===== src/rtl/uart_rx_pkg.sv =====
// Shared definitions for the serial receiver: default frame geometry and FSM state encoding.
package uart_rx_pkg;

  localparam int DEF_CLKS_PER_BIT = 16;
  localparam int DEF_DATA_BITS    = 8;

  typedef enum logic [2:0] {
    IDLE   = 3'd0,
    START  = 3'd1,
    DATA   = 3'd2,
    PARITY = 3'd3,
    STOP   = 3'd4
  } rx_state_t;

endpackage


===== src/rtl/uart_rx_sync_2ff.sv =====
// Two-flop synchroniser for a single asynchronous input, with a selectable reset level.
module sync_2ff #(
  parameter logic RESET_VAL = 1'b1
) (
  input  logic clk,
  input  logic reset,
  input  logic d,
  output logic q
);

  logic meta;

  // Capture the asynchronous input and give it a full cycle to settle before use.
  always_ff @(posedge clk or negedge reset) begin
    if (!reset) begin
      meta <= RESET_VAL;
      q    <= RESET_VAL;
    end else begin
      meta <= d;
      q    <= meta;
    end
  end

endmodule


===== src/rtl/uart_rx.sv =====
// Asynchronous serial frame receiver: start bit, LSB-first data, optional even parity, one stop bit.
// Each bit is sampled at its midpoint using a clock-count timer started from the start-bit edge.
module uart_rx
  import uart_rx_pkg::*;
#(
  parameter int CLKS_PER_BIT = DEF_CLKS_PER_BIT,
  parameter int DATA_BITS    = DEF_DATA_BITS,
  parameter int PARITY_EN    = 1
) (
  input  logic                 clk,
  input  logic                 reset,
  input  logic                 rx,
  output logic [DATA_BITS-1:0] data_out,
  output logic                 data_valid,
  output logic                 parity_err,
  output logic                 frame_err,
  output logic                 busy
);

  localparam int TW = $clog2(CLKS_PER_BIT);
  localparam int IW = $clog2(DATA_BITS + 1);
  localparam logic [TW-1:0] T_HALF = TW'(CLKS_PER_BIT / 2 - 1);
  localparam logic [TW-1:0] T_FULL = TW'(CLKS_PER_BIT - 1);
  localparam logic [IW-1:0] I_LAST = IW'(DATA_BITS - 1);

  logic                 rx_s;
  logic                 rx_prev;
  rx_state_t            state;
  logic [TW-1:0]        timer;
  logic [IW-1:0]        index;
  logic [DATA_BITS-1:0] shreg;
  logic                 pbad;

  sync_2ff #(
    .RESET_VAL(1'b1)
  ) u_sync (
    .clk  (clk),
    .reset(reset),
    .d    (rx),
    .q    (rx_s)
  );

  // Delayed copy of the synchronised line so a high-to-low transition can be recognised.
  always_ff @(posedge clk or negedge reset) begin
    if (!reset) begin
      rx_prev <= 1'b1;
    end else begin
      rx_prev <= rx_s;
    end
  end

  // Frame FSM with bit timer, shift register and registered one-cycle result flags.
  always_ff @(posedge clk or negedge reset) begin
    if (!reset) begin
      state      <= IDLE;
      timer      <= '0;
      index      <= '0;
      shreg      <= '0;
      pbad       <= 1'b0;
      data_out   <= '0;
      data_valid <= 1'b0;
      parity_err <= 1'b0;
      frame_err  <= 1'b0;
      busy       <= 1'b0;
    end else begin
      data_valid <= 1'b0;
      parity_err <= 1'b0;
      frame_err  <= 1'b0;
      case (state)
        IDLE: begin
          if (!rx_s && rx_prev) begin
            timer <= '0;
            state <= START;
            busy  <= 1'b1;
          end
        end
        START: begin
          if (timer == T_HALF) begin
            timer <= '0;
            if (!rx_s) begin
              index <= '0;
              pbad  <= 1'b0;
              state <= DATA;
            end else begin
              state <= IDLE;
              busy  <= 1'b0;
            end
          end else begin
            timer <= timer + 1'b1;
          end
        end
        DATA: begin
          if (timer == T_FULL) begin
            timer <= '0;
            shreg <= {rx_s, shreg[DATA_BITS-1:1]};
            if (index == I_LAST) begin
              index <= '0;
              state <= (PARITY_EN != 0) ? PARITY : STOP;
            end else begin
              index <= index + 1'b1;
            end
          end else begin
            timer <= timer + 1'b1;
          end
        end
        PARITY: begin
          if (timer == T_FULL) begin
            timer <= '0;
            pbad  <= (^shreg) ^ rx_s;
            state <= STOP;
          end else begin
            timer <= timer + 1'b1;
          end
        end
        STOP: begin
          if (timer == T_FULL) begin
            timer <= '0;
            state <= IDLE;
            busy  <= 1'b0;
            if (rx_s) begin
              data_out   <= shreg;
              data_valid <= 1'b1;
              parity_err <= pbad;
            end else begin
              frame_err <= 1'b1;
            end
          end else begin
            timer <= timer + 1'b1;
          end
        end
        default: begin
          state <= IDLE;
          timer <= '0;
          busy  <= 1'b0;
        end
      endcase
    end
  end

endmodule


===== config.mk =====
export PLATFORM = sky130hd
export DESIGN_NAME = uart_rx
export DESIGN_NICKNAME = d
export VERILOG_FILES = /design/src/rtl/uart_rx_pkg.sv /design/src/rtl/uart_rx_sync_2ff.sv /design/src/rtl/uart_rx.sv
export SDC_FILE = /design/constraint.sdc
export NUM_CORES = 1
export LEC_CHECK = 0
export BUFFER_PORTS_ARGS = -buffer_cell sky130_fd_sc_hd__buf_2
export CAP_MARGIN = 20
export CORE_MARGIN = 5
export CORE_UTILIZATION = 29
export DETAILED_ROUTE_END_ITERATION = 10
export PLACE_DENSITY_LB_ADDON = 0.12
export SYNTH_ARGS = -nofsm -noshare
export SYNTH_HDL_FRONTEND = slang
export SYNTH_SLANG_ARGS = --single-unit

===== constraint.sdc =====
create_clock -name clk -period 1.7 [get_ports clk]
set_input_delay 0.17 -clock clk [delete_from_list [all_inputs] [get_ports clk]]
set_output_delay 0.17 -clock clk [all_outputs]
set_load 0.05 [all_outputs]

==> After elaboration in Yosys (flattened, before gate mapping) <==
Index checks and enable logic that the tools add are counted.
{ "word_totals": {"ramBits": 0, "rom_bits": 0, "inputBits": 3, "memories": 0, "ff_bits": 35, "wordCells": 80, "output_inout_bits": 12, "latchBits": 0} }
{ "op_classes": {"bitwise_logic": 2, "eq_ne": 15, "add_sub_neg": 2, "mux": 34, "div": 0, "order_cmp": 0, "shifts": 0, "n_reduce_logical": 14, "multipliers": 0} }
{ "op_table": {"columns": ["op", "count"], "rows": [
  ["2-to-1 mux 4 bit", 7],
  ["2-to-1 mux 3 bit", 6],
  ["2-to-1 mux 1 bit", 15],
  ["case mux 3 bit (5 select lines)", 1],
  ["inequality test 2 bit, second input constant", 7],
  ["case mux 4 bit (3 select lines)", 1],
  ["adder 4 x 1 -> 4 bit, second input constant", 2],
  ["equality test 4 x 3 -> 1 bit, second input constant", 2],
  ["case mux 4 bit (2 select lines)", 1],
  ["parity 8 bit", 1],
  ["equality test 3 x 2 -> 1 bit, second input constant", 2],
  ["AND reduction 3 bit", 2],
  ["AND reduction 6 bit", 1],
  ["AND reduction 5 bit", 1],
  ["equality test 4 bit, second input constant", 1],
  ["case mux 1 bit (4 select lines)", 1],
  ["AND reduction 4 bit", 1],
  ["nonzero test 2 bit", 2],
  ["equality test 3 x 1 -> 1 bit, second input constant", 1],
  ["equality test 3 bit, second input constant", 1],
  ["zero test 3 bit", 1],
  ["OR reduction 3 bit", 1],
  ["2-to-1 mux 2 bit", 1],
  ["inequality test 2 x 1 -> 1 bit, second input constant", 1],
  ["other kinds (7)", 7]
]} }

==> Logic depth before layout (Yosys ltp) <==
Gate-level depths: netlist (run 1).
{ "logic_depth": {"depth_word": 4, "mapped_depth": 5, "mapped_depth_nobuf": 5} }

==> Cells and area by module <==
Synthesis (run 1) repeated with hierarchy kept, for this count alone.
{ "hier_totals": {"hier_cells": 132, "area_unflattened_um2": 1605.3} }
{ "by_module_without_submodules": {"columns": ["mod", "cells_per_inst", "instances", "seq_area_each_um2", "area_per_inst_um2"], "rows": [
  ["uart_rx", 130, 1, 827.0, 1552.7],
  ["sync_2ff", 2, 1, 52.6, 52.6]
]} }

==> Worst setup path before layout (run 1) <==
OpenSTA, ideal clock, no wires.
{ "synth_path": {"path_type": "register to register", "startpoint": "reg timer[0]", "endpoint": "reg data_out[0]", "required_time_ns": 1.575, "n_path_buf": 0, "arrival_time_ns": 1.568, "slack_ns": 0.007, "synth_period_minus_slack_ns": 1.693, "setup_time_ns": 0.125, "stages_incl_launch_ff": 6, "path_cell_list": "dfrtp_1 ha_1 and3_1 and3_1 nand2_1 mux2_2"} }
{ "synth_via": {"elab_chain_len": 2} }
{ "synth_rtl": {"columns": ["item", "line_no", "text"], "rows": [
  ["start: declaration", "uart_rx.sv:29", "logic [TW-1:0] timer;"],
  ["start signal: assignment", "uart_rx.sv:89", "timer <= timer + 1'b1;"],
  ["start signal: assignment", "uart_rx.sv:103", "timer <= timer + 1'b1;"],
  ["start signal: assignment", "uart_rx.sv:112", "timer <= timer + 1'b1;"],
  ["equality test 4 bit", "uart_rx.sv:116", "if (timer == T_FULL) begin"],
  ["AND reduction 3 bit (no line)", null, null],
  ["end signal: assignment", "uart_rx.sv:121", "data_out <= shreg;"],
  ["end: declaration", "uart_rx.sv:13", "output logic [DATA_BITS-1:0] data_out,"]
]} }
No other way between the ends.
A chain may end at the register's enable or synchronous reset.

==> Worst setup path in the final report (run 1) <==
{ "layout_path": {"startpoint": "reg timer[1]", "endpoint": "reg data_out[3]"} }
Same word-level chain as after synthesis.

==> run metrics, run 1 <==
std cell rows 27; die area 7200 µm²; Tot GR Track Use 10.0%; clk root buf clkbuf_8; Detail Route Antenna Nets 0; Area growth syn-to-layout 29.3%; number of diodes 0; global route overflow 0; first-pass GRT wire length 5.69 mm; Reg2Reg Launch Point timer[1]; Synth cell types 39; syn_nets approximately 140; Hold WC Path Type flop to flop; Yosys warnings 0; fin cells about 240; worst setup path endpoint data_out[3]; relative slew slack 70.3%; # port buffers 14; WP buf/inv 1; layout cell share with drive strength beyond 1 41.3%; commonest register cell after synthesis dfrtp_1; drt total wl between 3 and 4 mm; P_leak slightly above 1 nW; Critical Path Source Type flop; status finished clean; starting density of the core 29.7%; critical path's top delay family flip-flops; reg2reg path depth 6; hold path startpoint u_sync.meta; maximum fanout along the worst path 9; kind of critical path flop to flop; Crit. End Element flop; Max Root-Sink Buffers 2; Synth Register Bits 35; crit path time final ~1.6 ns; Final setup viols 0; DRC 0; Synth top area share 49.3%; DP HPWL ~2.3 mm; post-synthesis sequential area ratio 54.1%; die height ~85 µm; WP data arrival 1.81 ns; Placed Cells 228; dominant cell type by area after synthesis dfrtp_1; number of synthesized flops with an enable pin 0; # IOs 15; RSZ-0062 raised after global routing false; Core Area 5470 µm²; RD Place Congestion slightly below 0.8; 1st-pass router iterations 4; synthesized area about 1600 µm²; CP Cell Sequence ha_4, and3_1, and3_4, nand2_2, buf_12, mux2_2; Post-Synthesis Cells 132; CP max stage cell dfrtp_1; main area contributors after synthesis dfrtp_1 (49%), mux2_2 (12%), dfstp_2 (4.8%); PD cells 1170 nW/µm²; mean routed wirelength per cell 13.4 µm; Critical Path Stages 6; H-tree levels 2; initial antenna violation count 0; Peak supply drop 0.000522 V; Fin. Hold Viols 0; CP max stage delay ~0.44 ns; CTS tree yes; TritonCTS Buffers 5; fmax 0.611 GHz; Setup Skew roughly 0.0083 ns; DR iter-0 viols 48; worst-margin pin slew 0.445 ns; Vias/cell 4.62; worst hold slack roughly 0.36 ns; Die Wd approximately 85 µm; Worst-path clk slew 0.07 ns; largest net degree at the start of global routing 36; total power roughly 2.5 mW; worst reg2reg path endpoint data_out[3]; vias in the first global route between 1k and 1.5k; clk_lat worst skew 0.29 ns; Total Nets Final 171; final critical-path share of the clock period 96.2%; final slew viol count 0; Mapped Avg Cell Area 12.3 µm²; CP startpoint timer[1]; Critical Path RT approximately 1.9 ns; clk sinks 35; routed via count 1103; FFs w/ async S/R, synth 100%; maxcap violations 0; Post-Route Utilization about two fifths; flop2flop setup slack roughly 0.064 ns
[stage by stage]
stage | setup TNS, ns | setup slack (ns) | cell area, µm²
CTS | 0 | 0.0120 | 2060
floorplan | 0 | 0.00684 | 1630
finish | 0 | 0.0640 | 2100
global placement | 0 | 0.0553 | 1920
global route | 0 | 0.00774 | 2100
detailed placement | -0.0275 | -0.0125 | 1920
[cells in the final DEF (no fill, tap or decap), drive strengths merged, types with 2 or more instances in the layout]
cell	synthesis	layout
dfrtp	32	32
buf	5	30
mux2	18	18
o21ai	7	7
inv	6	7
nand2	7	7
xnor2	5	5
clkbuf	0	5
nor2	3	3
nor2b	3	3
xor2	3	3
dfstp	3	3
and3	3	3
nor3	3	3
a31oi	3	3
o211ai	2	2
o41ai	2	2
a21oi	2	2
mux2i	2	2
a22o	2	2
o31ai	2	2
nand4	2	2
dlygate4sd3	0	2
or3b	2	2
ha	2	2
[per-layer routing]
metal  global-route usage (%)  routed length, µm  vias up
met5                        0                  0        -
met4                     4.03                 56        0
met3                     3.50                136        5
met2                     15.0               1450       14
met1                     13.2               1560      537
li1                         -                  -      547
[power by group]
part           switching, mW  internal, mW
sequential            0.0889         0.904
combinational          0.339         0.366
clock                  0.325         0.444
[registers in the layout, summed over array words and instances (netlist names)]
register and flops:
shreg 8, frame_err 1, data_out 8, u_sync.q 1
u_sync.meta 1, timer 4, pbad 1, state 3
index 4, parity_err 1, data_valid 1, busy 1
rx_prev 1
[Yosys cell counts, drive strengths merged (2+ instances only)]
cell type,n
dfrtp,32
mux2,18
nand2,7
o21ai,7
inv,6
buf,5
xnor2,5
a31oi,3
and3,3
dfstp,3
nor2,3
nor2b,3
nor3,3
xor2,3
a21oi,2
a22o,2
ha,2
mux2i,2
nand4,2
o211ai,2
o31ai,2
o41ai,2
or3b,2
[logic make-up (layout without fill, tap and decap cells)]
| family | after synthesis | after routing | synth area share, % |
|---|---|---|---|
| and+or+nand+nor | 30 | 30 | 11.5 |
| AOI/OAI and AO/OA | 25 | 25 | 10.3 |
| buffers and inverters | 11 | 46 | 3.08 |
| muxes | 20 | 20 | 13.7 |
| adders and majority gates | 2 | 2 | 1.54 |
| xor gates and xnor gates | 9 | 9 | 5.70 |
| DFF | 35 | 35 | 54.1 |
[area by class of cell]
type                    count  area (µm²)
fillers                   542        3370
clock buffers               5        68.8
multi-input cells          86         733
inverters                   6        22.5
well taps                  72        90.1
repair buffers             32         260
clock inverters             3        47.5
flip-flops and latches     35         880
[worst reg2reg max path, delay by kind of cell (launching register included)]
| kind | cells | cell delay (ns) |
|---|---|---|
| simple gates | 3 | 0.44 |
| buf+inv | 1 | 0.12 |
| flops | 1 | 0.44 |
| mux | 1 | 0.33 |
| fa+ha+maj | 1 | 0.19 |
[what timing repair did]
item,in CTS,in global routing
hold buffers,2,0
gates resized for setup,1,6
pin swaps,0,2
endpoints found under the setup margin,8,11
hold endpoints to repair,33,0
buffers inserted,0,1
gates cloned,0,0
[worst min path at each step]
stage	end	slack (ns)	cells past startpoint
global placement	shreg[6]	0.23	2
global route	u_sync.q	0.36	0
CTS	u_sync.q	0.36	0
finish	u_sync.q	0.36	0
floorplan	busy	-0.13	0
detailed placement	data_valid	0.24	2
(Power assumes the default switching activity.)
==> inputs of run 2 (changes only) <==
--- a/config.mk
+++ b/config.mk
@@ -10,7 +10,8 @@
 export CORE_MARGIN = 5
 export CORE_UTILIZATION = 29
 export DETAILED_ROUTE_END_ITERATION = 10
-export PLACE_DENSITY_LB_ADDON = 0.12
+export HOLD_SLACK_MARGIN = 0.06
+export PLACE_DENSITY = 0.55
 export SYNTH_ARGS = -nofsm -noshare
 export SYNTH_HDL_FRONTEND = slang
 export SYNTH_SLANG_ARGS = --single-unit
==> run 2 against run 1 <==
Against the previous run:
- register-to-register slack is essentially flat
- die area stayed put
- design area down 3.5%
- non-clock buffer count is the same
- count of clock-buffer cells in the layout increased by 3
- flip-flop and latch count is the same
- utilization is 1.3 points lower
- sequential power down 1%
- clock skew decreased by 0.0013 ns
- cell count is the same
- largest power group unchanged
==> run metrics, run 2 (synthesized netlist as in run 1, its figures left out) <==
status finished clean; Pint 1.61 mW (-6.1%); DP HPWL 2.38 mm (+1.7%); clk_lat worst skew 0.28 ns (about the same); initial antenna violation count 0 (unchanged); Critical Path RT 1.86 ns (about the same); P_leak 1.01 nW (-2.1%); Peak supply drop 0.000559 V (+7.0%); Tot GR Track Use 9.24% (-0.77 points); GRT met3 Usage 2.23% (-1.3 points); # IOs 15 (unchanged); Final WS setup 0.0684 ns (+0.00443 ns); first-pass GRT wire length 5.35 mm (-5.9%); layout cell share with drive strength beyond 1 39.5% (-1.8 points); TritonCTS Buffers 5 (unchanged); Reg2Reg Launch Point timer[1]; GR Layer Usage met1 10.9% (-2.3 points); fill count 562 (+3.7%); Detail Route Antenna Nets 0 (unchanged); die area 7200 µm² (unchanged); RD Place Congestion 0.793 (+0.63%); Crit. End Element flop; Setup Skew 0.00696 ns (-0.00131 ns); GRT Max-Usage Layer met2; switching pwr 698 µW (-7.3%); Hold WC Path Type flop to flop; net switching fraction of the power 30.3% (-0.27 points); std cell rows 27 (unchanged); clk sinks 35 (unchanged); Fin Setup TNS 0 ns (unchanged); commonest non-fill, non-tap cell in the layout dfrtp_1; mean routed wirelength per cell 13.5 µm (+0.94%); largest net degree at the start of global routing 36 (unchanged); Final setup viols 0 (unchanged); number of diodes 0 (unchanged); hold path startpoint u_sync.meta; H-tree levels 2 (unchanged); commonest non-fill, non-tap cells in the layout dfrtp_1 (31), mux2_2 (18), buf_2 (14); worst-margin pin slew 0.778 ns (+0.333 ns); DR iter-0 viols 45 (-6.3%); global route overflow 0 (unchanged); Flop pwr share 42.4% (+2.2 points); relative slew slack 48.1% (-22 points); Combinational Power Share 29.2% (+0.6 points); Core Area 5470 µm² (unchanged); kind of critical path flop to flop; Vias/cell 4.72 (+2.4%); final slew viol count 0 (unchanged); maxcap violations 0 (unchanged); starting density of the core 29.7% (unchanged); 1st-pass router iterations 4 (unchanged); crit path time final 1.63 ns (-0.00443 ns); Critical Path Source Type flop; fmax 0.613 GHz (+0.27%); CTS tree yes; Total Nets Final 171 (unchanged); final critical-path share of the clock period 96.0% (-0.26 points); routed via count 1129 (+2.4%); Clock power frac 28.4% (-2.8 points); RSZ-0062 raised after global routing false; Post-Route Utilization 37.1% (-1.3 points); dpl ws 0.00579 ns (+0.0183 ns); clk root buf clkbuf_8; die height 84.9 µm (unchanged); PD cells 1140 nW/µm² (-3.1%); Area growth syn-to-layout 24.9%; CP startpoint timer[1]; Worst-path clk slew 0.06 ns (about the same); top flop regs data_out: 8 flops, shreg: 8 flops; Die Wd 84.9 µm (unchanged); WP data arrival 1.79 ns (-0.02 ns); drt total wl 3.23 mm (+0.94%); Max Root-Sink Buffers 2 (unchanged); maximum fanout along the worst path 9 (unchanged); vias in the first global route 1168 (+0.60%); # port buffers 14 (unchanged); DRC 0 (unchanged); GRT met2 Usage 16.4% (+1.4 points); Fin. Hold Viols 0 (unchanged)
run 2: critical path: stages (launching register included):
cell     delay (ns)
dfrtp_1        0.39
ha_2           0.19
and3_1         0.21
and3_4         0.18
nand2_2        0.08
buf_12         0.13
mux2_2         0.33
run 2: final timing paths:
kind	end	slack, ns	cells after the start
max	data_out[0]	0.07	6
min	u_sync.q	0.36	0
max reg2reg	data_out[0]	0.07	6
min reg2reg	u_sync.q	0.36	0
max in group asynchronous	state[1]	0.66	2
min in group asynchronous	busy	0.51	2
run 2: power groups by stage:
| stage | clock, mW | combinational (mW) | sequential [mW] |
|---|---|---|---|
| final | 0.656 | 0.673 | 0.979 |
| after global routing | 0.712 | 0.730 | 0.992 |
| after CTS | 0.676 | 0.660 | 0.976 |
| after detailed placement | 0 | 0.652 | 0.989 |
| after global placement | 0 | 0.621 | 0.986 |
| after floorplan | 0 | 0.426 | 0.964 |
run 2: routing by layer:
metal / up-vias / part of all wire (%)
li1: 543 / -
met1: 551 / 44
met2: 29 / 51
met3: 6 / 4.0
met4: 0 / 1.3
met5: - / 0
run 2: cell type report:
cell class / instances / area (µm²) / share of cell area, %
timing repair buffer: 32 / 230 / 11.3
tap: 72 / 90.1 / 4.44
clock buffer: 8 / 100 / 4.93
sequential: 35 / 881 / 43.4
inverter: 6 / 22.5 / 1.11
multi-input combinational: 86 / 706 / 34.8
run 2: what timing repair did:
item | in CTS | in global routing
gates resized for setup | 2 | 4
setup endpoints to repair | 2 | 12
setup buffers | 0 | 1
pin swaps | 0 | 1
hold buffers | 2 | 0
hold endpoints to repair | 33 | 0
run 2: metrics by stage:
step	std cells	hold slack [ns]	area (µm²)	total power [mW]
global route	239	0.358	2030	2.43
CTS	238	0.357	2010	2.31
finish	239	0.356	2030	2.31
floorplan	132	-0.126	1630	1.39
detailed placement	228	0.276	1880	1.64
global placement	228	0.274	1880	1.61
==> inputs of run 3 (changes only) <==
--- a/config.mk
+++ b/config.mk
@@ -7,11 +7,13 @@
 export LEC_CHECK = 0
 export BUFFER_PORTS_ARGS = -buffer_cell sky130_fd_sc_hd__buf_2
 export CAP_MARGIN = 20
+export CELL_PAD_IN_SITES_DETAIL_PLACEMENT = 0
+export CELL_PAD_IN_SITES_GLOBAL_PLACEMENT = 2
 export CORE_MARGIN = 5
 export CORE_UTILIZATION = 29
 export DETAILED_ROUTE_END_ITERATION = 10
 export HOLD_SLACK_MARGIN = 0.06
-export PLACE_DENSITY = 0.55
+export PLACE_DENSITY = 0.71
 export SYNTH_ARGS = -nofsm -noshare
 export SYNTH_HDL_FRONTEND = slang
 export SYNTH_SLANG_ARGS = --single-unit
==> run 3 against run 2 <==
Against the previous run:
- die area unchanged
- register-to-register slack about the same
- combinational power increased by 10%
- sequential share of layout area decreased by 0.68 points
- utilization increased by 0.59 points
- wire length decreased by 0.28%
- critical path depth decreased by 2
- design area increased by 1.6%
- first-iteration DRC count increased by 6.7%
- worst hold slack improved by 0.0015 ns
- global-route usage increased by 0.57 points
==> run metrics, run 3 (synthesized netlist as in run 1, its figures left out) <==
status finished clean; global route overflow 0 (unchanged); Peak supply drop 0.000470 V (-16%); Area growth syn-to-layout 26.9%; RD Place Congestion 0.849 (+7.1%); Final setup viols 0 (unchanged); Total Nets Final 174 (+1.8%); initial antenna violation count 0 (unchanged); final critical-path share of the clock period 96.1% (about the same); die height 84.9 µm (unchanged); drt total wl 3.22 mm (-0.28%); # port buffers 14 (unchanged); dpl ws 0.0136 ns (+0.00783 ns); Fin. Hold Viols 0 (unchanged); CTS tree yes; maxcap violations 0 (unchanged); number of diodes 0 (unchanged); Worst-path clk slew 0.07 ns (about the same); Post-Route Utilization 37.7% (+0.59 points); clk sinks 35 (unchanged); vias in the first global route 1224 (+4.8%); Die Wd 84.9 µm (unchanged); 1st-pass router iterations 4 (unchanged); commonest non-fill, non-tap cell in the layout dfrtp_1; std cell rows 27 (unchanged); Crit. End Element flop; worst hold slack 0.358 ns (+0.00145 ns); H-tree levels 2 (unchanged); Final WS setup 0.0669 ns (-0.00156 ns); # IOs 15 (unchanged); Tot GR Track Use 9.81% (+0.57 points); WP data arrival 1.80 ns (about the same); critical path's top delay family simple AND/OR/NAND/NOR gates; clk_lat worst skew 0.28 ns (about the same); DP Area 1900 µm² (+1.1%); layout cell share with drive strength beyond 1 42.4% (+2.8 points); WP buf/inv 1 (unchanged); Max Root-Sink Buffers 2 (unchanged); Fin Setup TNS 0 ns (unchanged); largest net degree at the start of global routing 36 (unchanged); DR iter-0 viols 48 (+6.7%); CP max stage cell dfrtp_2; relative slew slack 70.0% (+22 points); P_leak 1.02 nW (+1.6%); Design Area, Final 2060 µm² (+1.6%); commonest non-fill, non-tap cells in the layout dfrtp_1 (31), mux2_2 (18), buf_4 (17); die area 7200 µm² (unchanged); CP Cell Sequence or3b_4, nor3_4, buf_12, mux2_2; Core Area 5470 µm² (unchanged); Critical Path Source Type flop; DRC 0 (unchanged); clk root buf clkbuf_8; Detail Route Antenna Nets 0 (unchanged); routed via count 1137 (+0.71%); kind of critical path flop to flop; TritonCTS Buffers 5 (unchanged); starting density of the core 29.7% (unchanged); maximum fanout along the worst path 9 (unchanged); PD cells 1130 nW/µm² (-0.63%); first-pass GRT wire length 5.75 mm (+7.5%); Setup Skew 0.00254 ns (-0.00442 ns); fmax 0.612 GHz (about the same); Hold WC Path Type flop to flop; RSZ-0062 raised after global routing false; mean routed wirelength per cell 13.3 µm (-1.5%); DP HPWL 2.30 mm (-3.5%); final slew viol count 0 (unchanged); Vias/cell 4.70 (-0.54%); top flop regs data_out: 8 flops, shreg: 8 flops; CP max stage delay 0.44 ns (+0.05 ns); worst-margin pin slew 0.451 ns (-0.327 ns); Critical Path RT 1.87 ns (about the same); crit path time final 1.63 ns (+0.00156 ns)
[run 3: final timing paths]
| path | start | end | slack (ns) | cells after the start |
|---|---|---|---|---|
| max | state[2] | shreg[5] | 0.07 | 4 |
| min reg2reg | u_sync.meta | u_sync.q | 0.36 | 0 |
| max in group asynchronous | reset | rx_prev | 0.90 | 3 |
| min | u_sync.meta | u_sync.q | 0.36 | 0 |
| max reg2reg | state[2] | shreg[5] | 0.07 | 4 |
| min in group asynchronous | reset | index[3] | 0.45 | 3 |
[run 3: per-stage QoR]
| step | instances | power, mW |
|---|---|---|
| detailed placement | 229 | 1.66 |
| global route | 242 | 2.48 |
| global placement | 229 | 1.63 |
| floorplan | 132 | 1.39 |
| CTS | 239 | 2.28 |
| finish | 242 | 2.33 |
[run 3: power breakdown]
group	internal (mW)	switching (mW)	total, mW	leakage [nW]
sequential	0.905	0.0669	0.971	0.465
clock	0.327	0.289	0.615	0.0482
combinational	0.379	0.364	0.743	0.509
[run 3: metal layers]
layer  share of wire, %  global-route usage, %
met5                  0                      0
met4               0.84                   3.02
met3                3.4                   2.62
met2                 49                   15.9
met1                 46                   12.8
[run 3: repair_timing]
| action | 4_1_cts | 5_1_grt |
|---|---|---|
| pin swaps | 0 | 2 |
| endpoints found under the setup margin | 3 | 13 |
| resized for setup | 1 | 6 |
| endpoints found under the hold margin | 33 | 0 |
| hold buffers | 2 | 0 |
| setup buffers | 0 | 3 |
[run 3: cell type report]
class	instances	area, µm²
inverter	6	22.5
timing repair buffer	35	258
clock inverter	1	5.00
clock buffer	7	86.3
fill	558	3410
tap	72	90.1
multi-input combinational	86	719
sequential	35	881
